### config.mk
export PLATFORM = sky130hd
export DESIGN_NAME = mux_rr_sel
export DESIGN_NICKNAME = d
export VERILOG_FILES = /design/src/rtl/mux_rr_sel.sv
export SDC_FILE = /design/constraint.sdc
export NUM_CORES = 1
export LEC_CHECK = 0
export ABC_CLOCK_PERIOD_IN_PS = 1900
export CORE_AREA = 2 2 71 73
export CTS_CLUSTER_DIAMETER = 40
export CTS_CLUSTER_SIZE = 25
export DETAILED_ROUTE_END_ITERATION = 7
export DIE_AREA = 0 0 73 75
export HOLD_SLACK_MARGIN = 0.12
export PLACE_DENSITY = 0.71
export SLEW_MARGIN = 15
export SYNTH_ARGS = -nofsm -noshare
export SYNTH_HDL_FRONTEND = slang
export SYNTH_SLANG_ARGS = --single-unit
### constraint.sdc
create_clock -name clk -period 1.9 [get_ports clk]
set_input_delay 0.285 -clock clk [delete_from_list [all_inputs] [get_ports clk]]
set_output_delay 0.285 -clock clk [all_outputs]
set_load 0.01 [all_outputs]
### src/rtl/mux_rr_sel.sv
// Registered N:1 valid/ready mux with fixed-select or round-robin grant; 1-cycle input-to-output latency.
// The output stage loads when empty or draining, so a stalled consumer holds in_ready low on every channel.
module mux_rr_sel #(
  parameter int N_CH = 4,
  parameter int DW   = 8,
  parameter int CNTW = 16,
  localparam int CW  = (N_CH > 1) ? $clog2(N_CH) : 1
) (
  input  logic               clk,
  input  logic               rst_n,
  input  logic               mode,
  input  logic [CW-1:0]      sel,
  input  logic [N_CH-1:0]    in_valid,
  input  logic [N_CH*DW-1:0] in_data,
  output logic [N_CH-1:0]    in_ready,
  output logic               out_valid,
  output logic [DW-1:0]      out_data,
  output logic [CW-1:0]      out_ch,
  input  logic               out_ready,
  output logic [CNTW-1:0]    xfer_cnt
);

  logic          ld;
  logic          gnt_vld;
  logic [CW-1:0] gnt_ch;
  logic [CW-1:0] ptr;
  logic          xfer_in;
  logic          xfer_out;
  logic [DW-1:0] gnt_dat;

  assign ld       = !out_valid || out_ready;
  assign xfer_in  = |(in_valid & in_ready);
  assign xfer_out = out_valid && out_ready;
  assign gnt_dat  = in_data[int'(gnt_ch)*DW +: DW];

  // Round-robin scan runs from the farthest slot back to ptr so the
  // last assignment, closest to ptr, wins.
  always_comb begin
    int idx;
    idx     = 0;
    gnt_vld = 1'b0;
    gnt_ch  = '0;
    if (!mode) begin
      if (int'(sel) < N_CH) begin
        gnt_vld = 1'b1;
        gnt_ch  = sel;
      end
    end else begin
      for (int k = N_CH - 1; k >= 0; k--) begin
        idx = (int'(ptr) + k) % N_CH;
        if (in_valid[idx]) begin
          gnt_vld = 1'b1;
          gnt_ch  = CW'(idx);
        end
      end
    end
  end

  // Gated by rst_n so no producer sees a ready while the block is held in reset.
  always_comb begin
    in_ready = '0;
    for (int i = 0; i < N_CH; i++) begin
      in_ready[i] = rst_n && gnt_vld && ld && (int'(gnt_ch) == i);
    end
  end

  always_ff @(posedge clk or negedge rst_n) begin
    if (!rst_n) begin
      out_valid <= 1'b0;
      out_data  <= '0;
      out_ch    <= '0;
      ptr       <= '0;
      xfer_cnt  <= '0;
    end else begin
      if (ld) begin
        out_valid <= xfer_in;
        if (xfer_in) begin
          out_data <= gnt_dat;
          out_ch   <= gnt_ch;
        end
      end
      if (xfer_in && mode) begin
        ptr <= (gnt_ch == CW'(N_CH - 1)) ? '0 : gnt_ch + 1'b1;
      end
      if (xfer_out) begin
        xfer_cnt <= xfer_cnt + 1'b1;
      end
    end
  end

endmodule

==> results of run 1 <==
==> worst paths after layout <==
path	cells past startpoint	startpoint	slack (ns)	to
max reg2reg	9	ptr[0]$_DFFE_PN0P_	-0.1	ptr[0]$_DFFE_PN0P_
max	9	ptr[0]$_DFFE_PN0P_	-0.1	ptr[0]$_DFFE_PN0P_
max in group asynchronous	2	rst_n	1.25	ptr[1]$_DFFE_PN0P_
min in group clk	1	xfer_cnt[15]$_DFFE_PN0P_	0.47	xfer_cnt[15]$_DFFE_PN0P_
min reg2reg	1	xfer_cnt[15]$_DFFE_PN0P_	0.47	xfer_cnt[15]$_DFFE_PN0P_
min	2	rst_n	0.38	out_data[1]$_DFFE_PN0P_
==> placed cells by master (no fill, tap or decap), drive strengths merged, types with 6 or more instances in the layout <==
cell           instances
buf                   48
nand4                  6
mux2                  13
xnor2                 11
nand2                 26
nor2                  19
o21ai                 13
clkbuf                 7
a21oi                 12
dfrtp                 29
clkdlybuf4s50         63
mux2i                 10
==> report_power, final <==
group / total, mW / leakage, nW / internal (mW) / switching [mW]
Combinational: 1.57 / 0.944 / 0.900 / 0.668
Clock: 0.482 / 0.0450 / 0.253 / 0.230
Sequential: 0.942 / 0.373 / 0.797 / 0.145
Total: 2.99 / 1.36 / 1.95 / 1.04
==> repair_timing <==
item,4_1_cts,5_1_grt
pin swaps,3,7
gates cloned,1,1
setup buffers,2,7
resized for setup,30,14
hold buffers,0,0
endpoints found under the setup margin,17,18
==> flip-flops by register name (all words and copies together) (netlist names) <==
register,flops
xfer_cnt,16
out_ch,2
out_valid,1
out_data,8
ptr,2
==> critical path: stages, from the launching register on <==
cell and delay [ns]:
dfrtp_1 0.39, inv_4 0.06, a21o_1 0.18, a311oi_4 0.28, buf_6 0.16, mux2_4 0.31, mux2i_1 0.15, buf_4 0.14
nand4_1 0.08, a32oi_1 0.16
==> metal layers <==
layer  track usage  vias to the layer above  wire length, um
met1         0.211                      835             2030
met4        0.0741                        0              102
met2         0.280                       70             2270
met3        0.0602                       11              365
met5             0                        -                0
li1              -                      897                -
==> kinds of logic (layout without fill, tap and decap cells) <==
group                    Yosys count  after routing
AO/OA/AOI/OAI                     36             36
XOR/XNOR                          16             16
adder cells (fa/ha/maj)            1              1
buffers and inverters             14            129
flip-flops                        29             29
multiplexers                      22             23
AND/OR/NAND/NOR                   71             71
==> stage by stage <==
step	instances	util	setup WS, ns	power [mW]	setup TNS, ns
2_1_floorplan	189	-	-0.0935	1.63	-0.832
3_5_place_dp	341	0.597	-0.649	2.33	-10.92
6_report	359	0.652	-0.0976	2.99	-1.14
4_1_cts	351	0.623	-0.158	2.86	-2.11
5_1_grt	359	0.652	-0.216	3.20	-2.72
3_3_place_gp	341	0.597	-0.639	2.31	-10.38
==> layout make-up <==
type                    instances  area, um^2  share of cell area
clock buffers                   6        72.6              0.0239
flip-flops and latches         29         727               0.239
multi-input cells             147        1070               0.354
repair buffers                117        1070               0.352
well taps                      54        67.6              0.0222
inverters                       4        17.5             0.00577
clock inverters                 2        10.0             0.00330
==> impl_metrics.yaml, run 1 <==
run_status:
  outcome: "complete, but fails checks"
  violations: "negative setup slack"
timing:
  fin_crit_sh: 1.05
  rsz0062_at_grt: "true"
  worst_slew_pin_slew_ns: 0.340
  final-setup-viol-count: 16
  min_period_ns: 2.00
  setup_slack_ns: -0.0976
  skew_ns: 0.00803
  slew_headroom: 0.772
  maxSlewViolCount: 0
  finalHoldWorstSlack_ns: 0.380
  finalHoldViolCount: 0
  fmax_mhz: 501
global_routing:
  grt_pass1_vias: 1615
  antenna_found_initial: 0
  grt_pass1_wl_um: 7220
  grt_max_degree: 20
  globalRouteOverflowTotal: 0
  track_usage: 0.173
drt:
  wl_um: 4770
  drt-pass1-iter-count: 4
  post_drt_wl_per_cell_um: 13.3
  route.vias.total: 1813
  ant_nets: 0
  drc: 0
  vias_per_cell: 5.05
  dr.first_iter.drc_count: 33
synthesis:
  synth_most_common_cell: "dfrtp_1"
  synth_area_um2: 1760
  synthTopCellsByCount: "29 x dfrtp_1, 26 x nand2_1, 19 x nor2_1, 12 x a21oi_1"
  yosysTopAreaCell: "dfrtp_1"
  synthAdderAreaFrac: 0.00709
  synthFlopType: "dfrtp_1"
  synthArstFlopShare: 1.00
  yosysUniqueCellTypes: 39
  synth-simple-area-share: 0.190
  synth_fp_nets: 232
  synth_edf_count: 0
  synth.top_cell.area_share: 0.411
  synth.yosys.seq_area_share: 0.411
  synth.mux.area_fraction: 0.135
  synthXorXnorAreaFrac: 0.0794
  netlist_instances: 189
  syn_area_per_cell_um2: 9.33
  ys_top_cells_by_area: "dfrtp_1 41%, mux2_2 6.4%, mux2i_1 5.7%, nand2_1 5.5%, xnor2_1 5.5%"
  ys_seq_elements: 29
  synth_top_family_by_area: "simple AND/OR/NAND/NOR gates"
  synth-compound-area-share: 0.132
  synth_warnings: 0
place:
  port_buffers: 72
  place.gp.congestion: 0.843
  dp_hpwl_um: 3450
  placedInstanceArea_um2: 2780
clock_tree:
  htreeDepth: 2
  cts_sinks: 29
  clk_pin_slew_ns: 0.06
  clockBufferDepth: 2
  clk_latency_ns: 0.28
  root_buffer: "clkbuf_8"
  cts_buffers: 5
  cts_tree: "built"
floorplanning:
  dieArea_um2: 5480
  start_util: 0.379
  die_x_um: 73
  core-area_um2: 4660
  row_count: 25
  die_y_um: 75
  ioPinCount: 73
run:
  cap_violations: 0
cells_and_area:
  nFillCells: 380
  diodes: 0
  drive_above_1_share: 0.292
  area_growth_syn_to_layout_pct: 72.1
  num-nets-final: 347
  final_area_um2: 3040
setup_path:
  cp.arrival_ns: 2.19
  crit_type: "flip-flop to flip-flop"
  cp-end-kind: "flip-flop"
  cp_max_fo: 4
  cp.required_ns: 2.10
  cp-start-kind: "flip-flop"
pwr:
  p_leak_nw: 1.36
  vdd_ir_drop_max_v: 0.000487
  power_density_nw_per_um2: 986
worst_hold_path:
  hold_path.class: "input port to async pin"
No activity file was read; power rests on OpenSTA's default activity.
==> inputs of run 2 (changes only) <==
Settings changed: SLEW_MARGIN 15 to 20.
==> results of run 2 <==
The final DEF is identical to that of run 1; final timing and power are the same.
==> inputs of run 3 (changes only) <==
Settings changed: ABC_CLOCK_PERIOD_IN_PS 1900 to 1800.
Clock period 1.9 ns to 1.8 ns, I/O delays scaled along.
==> run 3 against run 2 <==
Effect of this change: the run still ends with negative setup slack left; sequential power grew 5.3%; total power grew 8.4%; non-clock buffer count shrank 1; cell count shrank 0.28%; cell area grew 1.9%; register-to-register slack lost 0.19 ns; critical path depth grew 1; clock skew shrank 0.0055 ns; die area is the same.
==> impl_metrics.yaml, run 3 (synthesized netlist as in run 1, its figures left out) <==
global_routing:
  grt_pass1_wl_um: 7270
  grt_max_degree: 28
  globalRouteOverflowTotal: 0
  grt_pass1_vias: 1607
  antenna_found_initial: 0
  track_usage: 0.173
drt:
  wl_um: 4840
  drt-pass1-iter-count: 4
  vias_per_cell: 4.98
  route.vias.total: 1782
  ant_nets: 0
  post_drt_wl_per_cell_um: 13.5
  drc: 0
  dr.first_iter.drc_count: 60
setup_path:
  crit_family: "compound AO/OA/AOI/OAI gates"
  cp_cell_sequence: "inv_4 > a21o_1 > a311oi_4 > buf_6 > buf_4 > buf_4 > buf_4 > mux2_2 > a21oi_2 > o21ai_1"
  cp.required_ns: 1.96
  cp_max_fo: 3
  cp_slowest_cell: "dfrtp_1"
  crit_type: "flip-flop to flip-flop"
  cp_num_cells: 10
  crit_top_cell: "buf_4"
  ff2ff_path_depth: 10
  cp-end-kind: "flip-flop"
  cp.arrival_ns: 2.25
  slowest_delay_ns: 0.39
  crit_buf_inv: 5
  cp-start-kind: "flip-flop"
cells_and_area:
  nFillCells: 378
  top_register: "xfer_cnt"
  multi_input_area_um2: 1140
  num-nets-final: 347
  final_cell_mix: "63 x clkdlybuf4s50_1, 40 x buf_4, 28 x dfrtp_1"
  top_regs: "xfer_cnt (16), out_data (8)"
  final_common_cell: "clkdlybuf4s50_1"
  drive_above_1_share: 0.332
  largest_register_ff_count: 16
  register_area_um2: 727
  instances_no_fill: 358
  area_growth_syn_to_layout_pct: 75.3
  diodes: 0
pwr:
  p_switching_mw: 1.12
  p_sw_frac: 0.346
  total_power_mw: 3.24
  p_clk_frac: 0.160
  p_leak_nw: 1.39
  p_comb_frac: 0.534
  p_int_mw: 2.12
  vdd_ir_drop_max_v: 0.000511
  power_density_nw_per_um2: 1050
  pwr-share-seq: 0.306
timing:
  rsz0062_at_grt: "true"
  fin_crit_sh: 1.16
  min_period_ns: 2.09
  maxSlewViolCount: 0
  finalHoldViolCount: 0
  setup_slack_ns: -0.289
  final-setup-viol-count: 17
  skew_ns: 0.00251
  fmax_mhz: 479
  slew_headroom: 0.769
  worst_slew_pin_slew_ns: 0.346
place:
  dp_cells: 338
  dp_hpwl_um: 3470
  port_buffers: 72
  place.gp.congestion: 0.843
clock_tree:
  clk_latency_ns: 0.27
  cts_sinks: 29
  cts_hold_buf: 0
  cts_buffers: 5
  root_buffer: "clkbuf_8"
  htreeDepth: 2
  cts_tree: "built"
  clk_pin_slew_ns: 0.05
  clockBufferDepth: 2
floorplanning:
  row_count: 25
  die_x_um: 73
  start_util: 0.379
  ioPinCount: 73
  die_y_um: 75
  core-area_um2: 4660
  dieArea_um2: 5480
run_status:
  violations: "negative setup slack"
  outcome: "complete, but fails checks"
worst_hold_path:
  hold_path.class: "input port to async pin"
run:
  cap_violations: 0
-- run 3: cell types whose count changed in the layout (fill, tap and decap cells not counted), moves of 3 or more --
| cell | delta |
|---|---|
| a21oi_1 | -8 |
| a21oi_2 | +8 |
| mux2_2 | -7 |
| mux2_4 | +8 |
| nand2_1 | -3 |
| nand2b_1 | +3 |
| nand2b_4 | -3 |
-- run 3: final cells by class --
type / instances / share of cell area
inverters: 4 / 0.00647
flip-flops and latches: 29 / 0.235
well taps: 54 / 0.0218
multi-input cells: 148 / 0.370
clock buffers: 7 / 0.0279
repair buffers: 116 / 0.339
-- run 3: timing repair --
action	CTS	global route
endpoints found under the setup margin	17	19
pin swaps	4	4
gates cloned	1	1
gates resized for setup	35	30
hold endpoints to repair	0	0
buffers inserted	3	8
-- run 3: power groups by stage --
stage | Combinational (mW) | Sequential (mW) | Clock, mW
2_1_floorplan | 0.672 | 1.06 | 0
3_3_place_gp | 1.45 | 0.979 | 0
3_5_place_dp | 1.47 | 0.985 | 0
4_1_cts | 1.56 | 0.985 | 0.531
5_1_grt | 1.88 | 1.02 | 0.555
6_report | 1.73 | 0.992 | 0.519
-- run 3: final timing paths --
check                                         start                       end  slack, ns
max in group asynchronous                     rst_n     out_ch[0]$_DFFE_PN0P_       1.09
min in group clk           xfer_cnt[15]$_DFFE_PN0P_  xfer_cnt[15]$_DFFE_PN0P_       0.48
setup reg to reg                 ptr[0]$_DFFE_PN0P_   out_data[1]$_DFFE_PN0P_      -0.29
hold reg to reg            xfer_cnt[15]$_DFFE_PN0P_  xfer_cnt[15]$_DFFE_PN0P_       0.48
hold / removal                                rst_n        ptr[0]$_DFFE_PN0P_       0.32
setup / recovery                 ptr[0]$_DFFE_PN0P_   out_data[1]$_DFFE_PN0P_      -0.29
-- run 3: worst reg2reg max path: cells and delay by family, from the launching register on --
kind	cells	cell delay, ns
AO/OA/AOI/OAI	4	0.70
flip-flops	1	0.39
multiplexers	1	0.34
buffers and inverters	5	0.55
-- run 3: metrics by stage --
step	worst slack, ns	hold slack (ns)	util	area [um^2]	setup TNS, ns
3_5_place_dp	-0.769	0.472	0.594	2770	-12.02
6_report	-0.289	0.320	0.664	3090	-2.96
5_1_grt	-0.403	0.340	0.664	3090	-4.92
2_1_floorplan	-0.192	-0.0256	-	1800	-2.02
4_1_cts	-0.210	0.314	0.624	2910	-2.78
3_3_place_gp	-0.748	0.468	0.594	2770	-11.68
-- run 3: metal layers --
metal | vias up | share of wire | global-route usage
li1 | 897 | - | -
met5 | - | 0 | 0
met2 | 57 | 0.48 | 0.285
met3 | 7 | 0.062 | 0.0576
met4 | 0 | 0.012 | 0.0473
met1 | 821 | 0.44 | 0.217
==> RTL edit: new RTL, config.mk and constraints of run 2 <==
Reset style: synchronous (`rst_n`), changed in one clocked block.
--- a/src/rtl/mux_rr_sel.sv
+++ b/src/rtl/mux_rr_sel.sv
@@ -64,7 +64,7 @@
     end
   end
 
-  always_ff @(posedge clk or negedge rst_n) begin
+  always_ff @(posedge clk) begin
     if (!rst_n) begin
       out_valid <= 1'b0;
       out_data  <= '0;
Check against the original RTL: differs if rst_n is asserted again (counterexample within 4 cycles, from zero or initial values and one cycle with rst_n low); with rst_n held inactive, the same outputs for 10 cycles.
==> RTL edit against run 2 <==
- the flow still finishes with violations (setup timing)
- sequential share of layout area is 4.5 points lower
- area after synthesis is 4.6% higher
- die area stayed put
- clock skew is 0.0011 ns lower
- worst setup slack worse by 0.021 ns
- cell area is 0.25% lower
- routed wire length is 2.4% lower
- fmax is 1.0% lower
- sequential cell count stayed put
- largest cell class unchanged
Power is not compared: it rests on default switching activity, and its combinational part moved more than twofold at a synthesized area within 25%.
==> RTL edit: results (changes against run 2) <==
Peak fanout along the critical path -> 3 (-1)
Synthesized Nets -> 236 (+1.7%)
First-pass GRT wire length -> 7.91 mm (+9.6%)
Final worst slack -> -0.118 ns (-0.0205 ns)
Final wirelength -> 4.65 mm (-2.4%)
Final setup vio count -> 4 (-12)
Hold Slack -> 0.453 ns (+0.0739 ns)
Placer Congestion -> 0.886 (+5.0%)
R2R Path Start -> ptr[0]
Reg2reg end -> out_data[4]
Via count -> 1775 (-2.1%)
Synth top cells by count -> dfxtp_1, mux2i_1, and2_1
I/O Buffers -> 72 (unchanged)
Mux cell area share after synthesis -> 15.7% (+2.2 points)
Outcome -> finished with violations
Failing checks -> setup timing
CTS clk-pin slew, worst paths -> 0.06 ns (about the same)
Top cell type's share of synthesized area -> 31.5% (-9.7 points)
Dpl ws -> -0.867 ns (-0.218 ns)
Adder-Cell Fraction of Synth Area -> 0.678% (-0.031 points)
Hold path endpoint -> out_ch[0]
Placed cell areas -> 0.00286 sq mm (+2.9%)
1st-iter DRT viols -> 37 (+12%)
Share of layout cells above drive strength 1 -> 30.5% (+1.3 points)
Largest net degree at the start of global routing -> 31 (+55%)
Crit path DAT -> 1.73 ns (-0.46 ns)
Worst clock skew -> 0.00697 ns (-0.00106 ns)
Worst slew margin -> 76.4% (-0.74 points)
Compound-Gate Fraction of Synth Area -> 15.2% (+2.0 points)
Final nets -> 344 (-0.86%)
Ys async rst share -> 0% (-100 points)
Hold WC Path Type -> flip-flop to flip-flop
Register area share after synthesis -> 31.5% (-9.7 points)
Area contributors post-synth -> dfxtp_1, mux2i_1, xnor2_1, and2_1, mux2_2
Xor/xnor share of the synthesized area -> 7.12% (-0.82 points)
Ys flop type -> dfxtp_1
Hold Path Stages -> 2
Detailed Place HPWL -> 3.65 mm (+5.6%)
Reg2Reg Setup Slack -> 0.10 ns (+0.20 ns)
Gr usage total -> 18.3% (+0.96 points)
Synth unique cells -> 49 (+26%)
R2R cell count -> 8 (-1)
Hold wc startpoint -> out_ch[0]
TritonCTS Buffers -> 5 (unchanged)
CTS hold repair buffers -> 0 (unchanged)
## RTL edit: cell count changes after synthesis, sizes merged, moves of 4 or more
cell           run 2  this run
mux2i             10        20
nand3              5        13
and2               2        17
dfxtp              0        29
buf                9         5
nor2              19         6
a21oi             12         1
a21boi             0         4
dfrtp             29         0
mux2              12         8
nand2             26        15
## RTL edit: kinds of logic (layout without fill, tap and decap cells)
family                   after synthesis  in the layout
buffers and inverters                 12            121
XOR/XNOR                              15             15
multiplexers                          28             28
flip-flops                            29             29
adder cells (fa/ha/maj)                1              1
AO/OA/AOI/OAI                         26             26
AND/OR/NAND/NOR                       82             82
## RTL edit: timing repair
action                                  CTS  global route
pin swaps                                 5             3
resized for setup                        36             8
setup buffers                             1             0
endpoints found under the setup margin   17            16
## RTL edit: through the flow
stage	setup TNS, ns	cells
after floorplan	0	193
after global routing	-0.594	356
after global placement	-9.63	347
after detailed placement	-9.79	347
after CTS	-0.467	356
final	-0.305	356
## RTL edit: area by class of cell
type                       count  area [sq um]
fill                         392          1630
tap                           54          67.6
timing repair buffer         109           998
sequential                    29           588
inverter                       4          20.0
clock inverter                 1          5.00
clock buffer                   7          96.3
multi-input combinational    152          1250
## RTL edit: worst max-delay path by stage
| stage | startpoint | endpoint |
|---|---|---|
| 6_report | ptr[1] | in_ready[0] |
| 5_1_grt | ptr[1] | in_ready[0] |
| 4_1_cts | ptr[1] | in_ready[0] |
| 3_5_place_dp | in_valid[0] | in_ready[2] |
| 3_3_place_gp | mode | in_ready[0] |
| 2_1_floorplan | ptr[1] | in_ready[0] |
## RTL edit: layer usage
| layer | track usage (%) | share of wire, % | vias up |
|---|---|---|---|
| met5 | 0 | 0 | - |
| met4 | 4.32 | 0.84 | 0 |
| met3 | 3.75 | 3.9 | 5 |
| met2 | 33.5 | 52 | 40 |
| met1 | 21.9 | 43 | 820 |
| li1 | - | - | 910 |
## RTL edit: where the power goes
group | total (uW) | internal [uW] | switching [uW]
combinational | 591 | 347 | 244
clock | 554 | 327 | 227
sequential | 679 | 652 | 27.3
total | 1820 | 1330 | 499
## RTL edit: worst max-delay path, cell delays in order (launching register included)
cell and delay, ns:
dfxtp_4 0.36, buf_6 0.12, mux2i_2 0.16, o31a_4 0.17, or2_4 0.11, nand2_2 0.05, a31o_1 0.21, nor3b_2 0.14
buf_2 0.14
